File: config.mk
export PLATFORM = sky130hd
export DESIGN_NAME = tm_pred_ctrl
export DESIGN_NICKNAME = d
export VERILOG_FILES = /design/src/rtl/tm_pred_ctrl.sv
export SDC_FILE = /design/constraint.sdc
export NUM_CORES = 1
export LEC_CHECK = 0
export ABC_AREA = 1
export BUFFER_PORTS_ARGS = -buffer_cell sky130_fd_sc_hd__buf_2
export CAP_MARGIN = 5
export CELL_PAD_IN_SITES_DETAIL_PLACEMENT = 2
export CELL_PAD_IN_SITES_GLOBAL_PLACEMENT = 2
export CORE_ASPECT_RATIO = 1.4
export CORE_MARGIN = 5
export CORE_UTILIZATION = 30
export CTS_CLUSTER_DIAMETER = 80
export DETAILED_ROUTE_END_ITERATION = 10
export GPL_ROUTABILITY_DRIVEN = 1
export PLACE_DENSITY = 0.78
export SYNTH_ARGS = -nofsm -noshare
export SYNTH_HDL_FRONTEND = slang
export SYNTH_SLANG_ARGS = --single-unit
File: constraint.sdc
create_clock -name clk -period 6.34 [get_ports clk]
set_clock_uncertainty 0.1 [all_clocks]
set_input_delay 0.951 -clock clk [delete_from_list [all_inputs] [get_ports clk]]
set_output_delay 0.951 -clock clk [all_outputs]
set_load 0.01 [all_outputs]
File: src/rtl/tm_pred_ctrl.sv
// rtl/tm_pred_ctrl.sv - TrueMotion-style block predictor that streams one predicted row per handshake.
module tm_pred_ctrl #(
  parameter int  BIT_WIDTH  = 8,
  parameter int  BLOCK_SIZE = 16,
  localparam int IDX_W      = $clog2(BLOCK_SIZE),
  localparam int ROW_W      = BIT_WIDTH * BLOCK_SIZE
) (
  input  logic                 clk,
  input  logic                 rst_n,
  input  logic                 start,
  input  logic                 flush,
  input  logic                 top_avail,
  input  logic                 left_avail,
  input  logic [BIT_WIDTH-1:0] top_left,
  input  logic [ROW_W-1:0]     top,
  input  logic [ROW_W-1:0]     left,
  output logic                 row_valid,
  input  logic                 row_ready,
  output logic [ROW_W-1:0]     row_data,
  output logic [IDX_W-1:0]     row_idx,
  output logic                 row_last,
  output logic [1:0]           mode,
  output logic                 busy,
  output logic                 done
);

  typedef enum logic {IDLE, EMIT} state_t;

  localparam logic [1:0] MODE_TM   = 2'd0;
  localparam logic [1:0] MODE_HOR  = 2'd1;
  localparam logic [1:0] MODE_VER  = 2'd2;
  localparam logic [1:0] MODE_FILL = 2'd3;

  state_t               state, state_next;
  logic [IDX_W-1:0]     row_cnt;
  logic [1:0]           mode_q;
  logic                 done_q;
  logic [BIT_WIDTH-1:0] tl_q;
  logic [ROW_W-1:0]     top_q;
  logic [ROW_W-1:0]     left_q;

  logic       accept;
  logic       is_last;
  logic       hs;
  logic [1:0] mode_dec;

  assign accept   = (state == IDLE) && start && !flush;
  assign is_last  = (row_cnt == IDX_W'(BLOCK_SIZE - 1));
  assign hs       = (state == EMIT) && row_ready;
  assign mode_dec = left_avail ? (top_avail ? MODE_TM : MODE_HOR)
                               : (top_avail ? MODE_VER : MODE_FILL);

  always_comb begin
    state_next = state;
    case (state)
      IDLE: if (accept) state_next = EMIT;
      EMIT: begin
        if (flush)              state_next = IDLE;
        else if (hs && is_last) state_next = IDLE;
      end
      default: state_next = IDLE;
    endcase
  end

  always_ff @(posedge clk or negedge rst_n) begin
    if (!rst_n) begin
      state   <= IDLE;
      row_cnt <= '0;
      mode_q  <= MODE_TM;
      done_q  <= 1'b0;
    end else begin
      state  <= state_next;
      done_q <= (state == EMIT) && !flush && hs && is_last;
      if (accept) begin
        row_cnt <= '0;
        mode_q  <= mode_dec;
      end else if ((state == EMIT) && !flush && hs && !is_last) begin
        row_cnt <= row_cnt + 1'b1;
      end else if ((state == EMIT) && (state_next == IDLE)) begin
        row_cnt <= '0;
      end
    end
  end

  // Neighbour samples are plain data captures; the mode register alone gates their use.
  always_ff @(posedge clk) begin
    if (accept) begin
      tl_q   <= top_left;
      top_q  <= top;
      left_q <= left;
    end
  end

  always_comb begin
    logic [BIT_WIDTH-1:0] left_j;
    logic [BIT_WIDTH-1:0] top_i;
    logic [BIT_WIDTH+1:0] sum;
    logic [BIT_WIDTH-1:0] tm_val;
    row_data = '0;
    left_j   = left_q[row_cnt*BIT_WIDTH +: BIT_WIDTH];
    for (int i = 0; i < BLOCK_SIZE; i++) begin
      top_i = top_q[i*BIT_WIDTH +: BIT_WIDTH];
      // Two guard bits: the top bit flags a negative result, the next one an overflow.
      sum = {2'b00, top_i} + {2'b00, left_j} - {2'b00, tl_q};
      if (sum[BIT_WIDTH+1])    tm_val = '0;
      else if (sum[BIT_WIDTH]) tm_val = '1;
      else                     tm_val = sum[BIT_WIDTH-1:0];
      case (mode_q)
        MODE_TM:  row_data[i*BIT_WIDTH +: BIT_WIDTH] = tm_val;
        MODE_HOR: row_data[i*BIT_WIDTH +: BIT_WIDTH] = left_j;
        MODE_VER: row_data[i*BIT_WIDTH +: BIT_WIDTH] = top_i;
        default:  row_data[i*BIT_WIDTH +: BIT_WIDTH] = BIT_WIDTH'(129);
      endcase
    end
  end

  assign row_valid = (state == EMIT);
  assign busy      = (state == EMIT);
  assign row_idx   = row_cnt;
  assign row_last  = row_valid && is_last;
  assign mode      = mode_q;
  assign done      = done_q;

endmodule

==> summary.md <==
| Metric | Value |
|---|---|
| Status | `completed` |
| Detailed Route WL | `93330 um` |
| Tmin final | `6.003 ns` |
| Worst-margin pin slew | `1.288 ns` |
| Area of the die | `77100 um^2` |
| Number of register bits inferred by synthesis | `272` |
| Routed vias | `20040` |
| Global-route usage over all layers | `23.72%` |
| RSZ-0062 raised after global routing | `no` |
| Area taken by multi-input logic gates | `11390 um^2` |
| Synth area leaders | `sky130_fd_sc_hd__edfxtp_1, sky130_fd_sc_hd__nand2_1, sky130_fd_sc_hd__fa_1, sky130_fd_sc_hd__inv_1, sky130_fd_sc_hd__ha_1` |
| Number of nets in the final layout | `3603` |
| Buffers plus inverters on the worst setup path | `6` |
| Clock transition at the registers of the reported paths | `0.06 ns` |
| Area growth from synthesis to layout | `21.69%` |
| Average via count per standard cell | `4.945` |
| Number of distinct standard cells referenced by the synthesized netlist | `33` |
| Stages on the worst setup path | `22` |
| CTS Root Buffer Type | `sky130_fd_sc_hd__clkbuf_16` |
| Buffer levels on the longest clock path | `3` |
| Net Sw Frac | `46.32%` |
| Wire length of the first global-routing pass | `139400 um` |
| Average wire per standard cell | `23.03 um` |
| Internal cell power | `5.188 mW` |
| Placed cell count | `3974` |
| Per-instance average area after synthesis | `8.137 um^2` |
| Share of layout cells above drive strength 1 | `18.09%` |
| TritonCTS clock tree | `done` |
| Number of remaining DRC errors | `0` |
| Yosys warns | `0` |
| Worst supply voltage drop on vdd | `231.8 uV` |
| Share of the clock period used by the worst path | `94.68%` |
| Max-slew violations | `0` |
| Leakage power total | `13.01 nW` |
| Net count of the mapped netlist | `3168` |
| Slowest CP cell | `sky130_fd_sc_hd__fa_1` |
| CTS buffer count | `37` |
| Starting density of the core | `30.13%` |
| Combinational group share of total power | `54.4%` |
| Relative contribution of the clock network to total power | `23.4%` |
| Data arrival, critical path | `4.95 ns` |
| Half-perimeter wire length after detailed placement | `70920 um` |
| Ratio of total power to cell area | `369.9 nW/um^2` |
| Category of cells accounting for the largest share of critical-path delay | `simple AND/OR/NAND/NOR gates` |
| Setup Viol. Count Final | `0` |
| Largest incremental delay on the critical path | `0.55 ns` |
| Most Frequent Cell on Critical Path | `sky130_fd_sc_hd__nand2_1` |
| Remaining max-slew budget at the tightest pin | `13.93%` |
| Clock latency of the later-clocked register in the worst-skew pair | `0.57 ns` |
| Instance count of the mapped netlist | `2639` |
| HP Class | `in2async` |
| Pin count of the biggest net entering global routing | `145` |
| CTS HTree Levels | `2` |
| Switching component of the power | `4.478 mW` |
| WP data required | `5.29 ns` |
| Core area | `71260 um^2` |
| Synth async-reset ratio | `2.941%` |
| CP Launch Point | `row_idx[0]$_DFFE_PN0P_` |
| Yosys top cell by area | `sky130_fd_sc_hd__edfxtp_1` |
| Drt pass-1 iters | `4` |
| Share of synthesized area occupied by flip-flops and latches | `37.85%` |
| Floorplan row count | `116` |
| Maximum fanout along the worst path | `68` |
| Achievable clock frequency | `0.1666 GHz` |
| Die Width | `236.1 um` |
| Crit-path cells | `buf_12 -> nor2_1 -> nor2_1 -> o21ai_0 -> nand2_1 -> nand2_1 -> nand2_1 -> inv_1 -> nand2_1 -> inv_1 -> buf_4 -> fa_1 -> inv_1 -> ha_1 -> or2_2 -> nand3_1 -> nand3_1 -> nand2_1 -> o21ai_0 -> nand2_1 -> nand3_1 -> buf_2` |
| Most used cells in the layout excluding fill and tap cells | `sky130_fd_sc_hd__nand2_1, sky130_fd_sc_hd__inv_1, sky130_fd_sc_hd__buf_2, sky130_fd_sc_hd__nand3_1, sky130_fd_sc_hd__edfxtp_1` |
| Number of enable flip-flop cells after synthesis | `264` |
| R2r worst-path depth | `4` |
| Initial DRC Count | `738` |
| Number of maximum-capacitance violations | `0` |
| Primary flip-flop cell chosen by synthesis mapping | `sky130_fd_sc_hd__edfxtp_1` |
| Hold-fix buffers, CTS | `0` |
| Initial antenna violation count | `18` |
| TritonCTS Sinks | `272` |
| Routed Antenna Nets | `0` |
| Startpoint kind of the worst setup timing path | `register` |
| Fraction of power consumed by sequential logic | `22.2%` |
| Type of the setup path with the least slack | `reg2out` |
| Weighted congestion reported at the end of routability-driven placement | `0.8722` |
| Critical path capture point type | `primary output` |
| I/O Pins | `409` |
| Number of global-route vias before repair | `23300` |
| Number of fillers in the final layout | `8119` |
| Sequential standard cell area | `8132 um^2` |
| Port Buf Inserts | `408` |
| Setup TNS | `0 ns` |
| Startpoint of the worst register-to-register path | `busy$_DFF_PN0_` |
| Commonest non-fill, non-tap cell in the layout | `sky130_fd_sc_hd__nand2_1` |
| Area share of the leading cell type in the synthesized netlist | `36.92%` |
| Die extent in y | `326.6 um` |
| Global route total overflow | `0` |
| Final Hold Violating Endpoints | `0` |
| Cell Area, Synth | `21470 um^2` |
| Post-route insts no fill | `4053` |
==> registers in the layout, summed over array words and instances (netlist names) <==
signal / count
mode: 2
top_q: 128
row_idx: 4
done: 1
busy: 1
left_q: 128
tl_q: 8
==> cell families after synthesis <==
group                    count (synthesis)  synth area share [%]
AND/OR/NAND/NOR                       1373                 26.61
buffers and inverters                  494                 9.253
flip-flops                             272                 37.85
adder cells (fa/ha/maj)                258                 19.51
AO/OA/AOI/OAI                          198                 4.988
XOR/XNOR                                44                 1.795
==> cell usage after synthesis (9+ instances only) <==
master and number:
sky130_fd_sc_hd__or2_2 9, sky130_fd_sc_hd__buf_6 15, sky130_fd_sc_hd__nand3_1 268, sky130_fd_sc_hd__o21ai_1 24, sky130_fd_sc_hd__nand3_2 20, sky130_fd_sc_hd__nor3_1 16, sky130_fd_sc_hd__nor2_1 225, sky130_fd_sc_hd__fa_1 128
sky130_fd_sc_hd__buf_2 13, sky130_fd_sc_hd__a21oi_1 64, sky130_fd_sc_hd__o21ai_0 82, sky130_fd_sc_hd__inv_1 440, sky130_fd_sc_hd__xnor2_1 27, sky130_fd_sc_hd__edfxtp_1 264, sky130_fd_sc_hd__nand2_1 820, sky130_fd_sc_hd__clkbuf_1 19
sky130_fd_sc_hd__xor2_1 17, sky130_fd_sc_hd__ha_1 130, sky130_fd_sc_hd__o21bai_1 12
==> power groups by stage <==
stage,clock [mW],combinational (mW),sequential [mW]
finish,2.27,5.25,2.15
global route,2.40,5.88,2.15
CTS,2.34,5.31,2.15
detailed placement,0,5.25,2.18
global placement,0,5.01,2.18
floorplan,0,3.30,2.17
==> stage by stage <==
stage | worst slack (ns) | util (%) | area, um^2 | hold slack (ns) | total power [mW]
finish | 0.3371 | 36.67 | 26130 | 0.1181 | 9.666
detailed placement | 0.4256 | 34.68 | 24710 | 0.6088 | 7.435
global route | 0.03516 | 36.64 | 26110 | 0.09737 | 10.43
global placement | 0.6127 | 34.68 | 24710 | 0.5879 | 7.187
CTS | 0.1345 | 36.61 | 26090 | 0.08177 | 9.806
floorplan | 0.6830 | - | 21480 | 0.5554 | 5.465
==> final cells by class <==
| cell class | instances | share of cell area, % |
|---|---|---|
| antenna | 8 | 0.07661 |
| clock buffer | 41 | 3.601 |
| clock inverter | 25 | 1.336 |
| inverter | 446 | 6.478 |
| multi-input combinational | 1873 | 43.58 |
| sequential | 272 | 31.12 |
| tap | 944 | 4.520 |
| timing repair buffer | 444 | 9.294 |
==> repair_timing <==
action,in CTS,in global routing
pin swaps,0,0
setup endpoints to repair,86,65
resized for setup,3,7
buffers inserted,5,0
==> worst reg2reg max path, cell delays in order (launching register included) <==
cell	delay, ns
sky130_fd_sc_hd__dfrtp_1	0.41
sky130_fd_sc_hd__inv_1	0.10
sky130_fd_sc_hd__nand3_1	0.30
sky130_fd_sc_hd__clkinvlp_4	0.41
sky130_fd_sc_hd__buf_12	0.50
==> path summary, 6_finish.rpt <==
check	endpoint	slack, ns
min in group clk	left_q[31]$_DFFE_PP_	0.45
max in group asynchronous	mode[1]$_DFFE_PN0P_	5.82
setup reg to reg	top_q[8]$_DFFE_PP_	3.84
setup / recovery	row_data[122]	0.34
hold reg to reg	row_idx[2]$_DFFE_PN0P_	0.62
hold / removal	mode[0]$_DFFE_PN0P_	0.12
==> layer usage <==
layer  track usage (%)  vias up  share of wire (%)
met5                 0        -               0.16
met4             7.980       20                3.8
met3             5.540      153                5.9
met2             43.84      538                 51
met1             26.75    10050                 39
li1                  -     9284                  -
(Power assumes the default switching activity.)
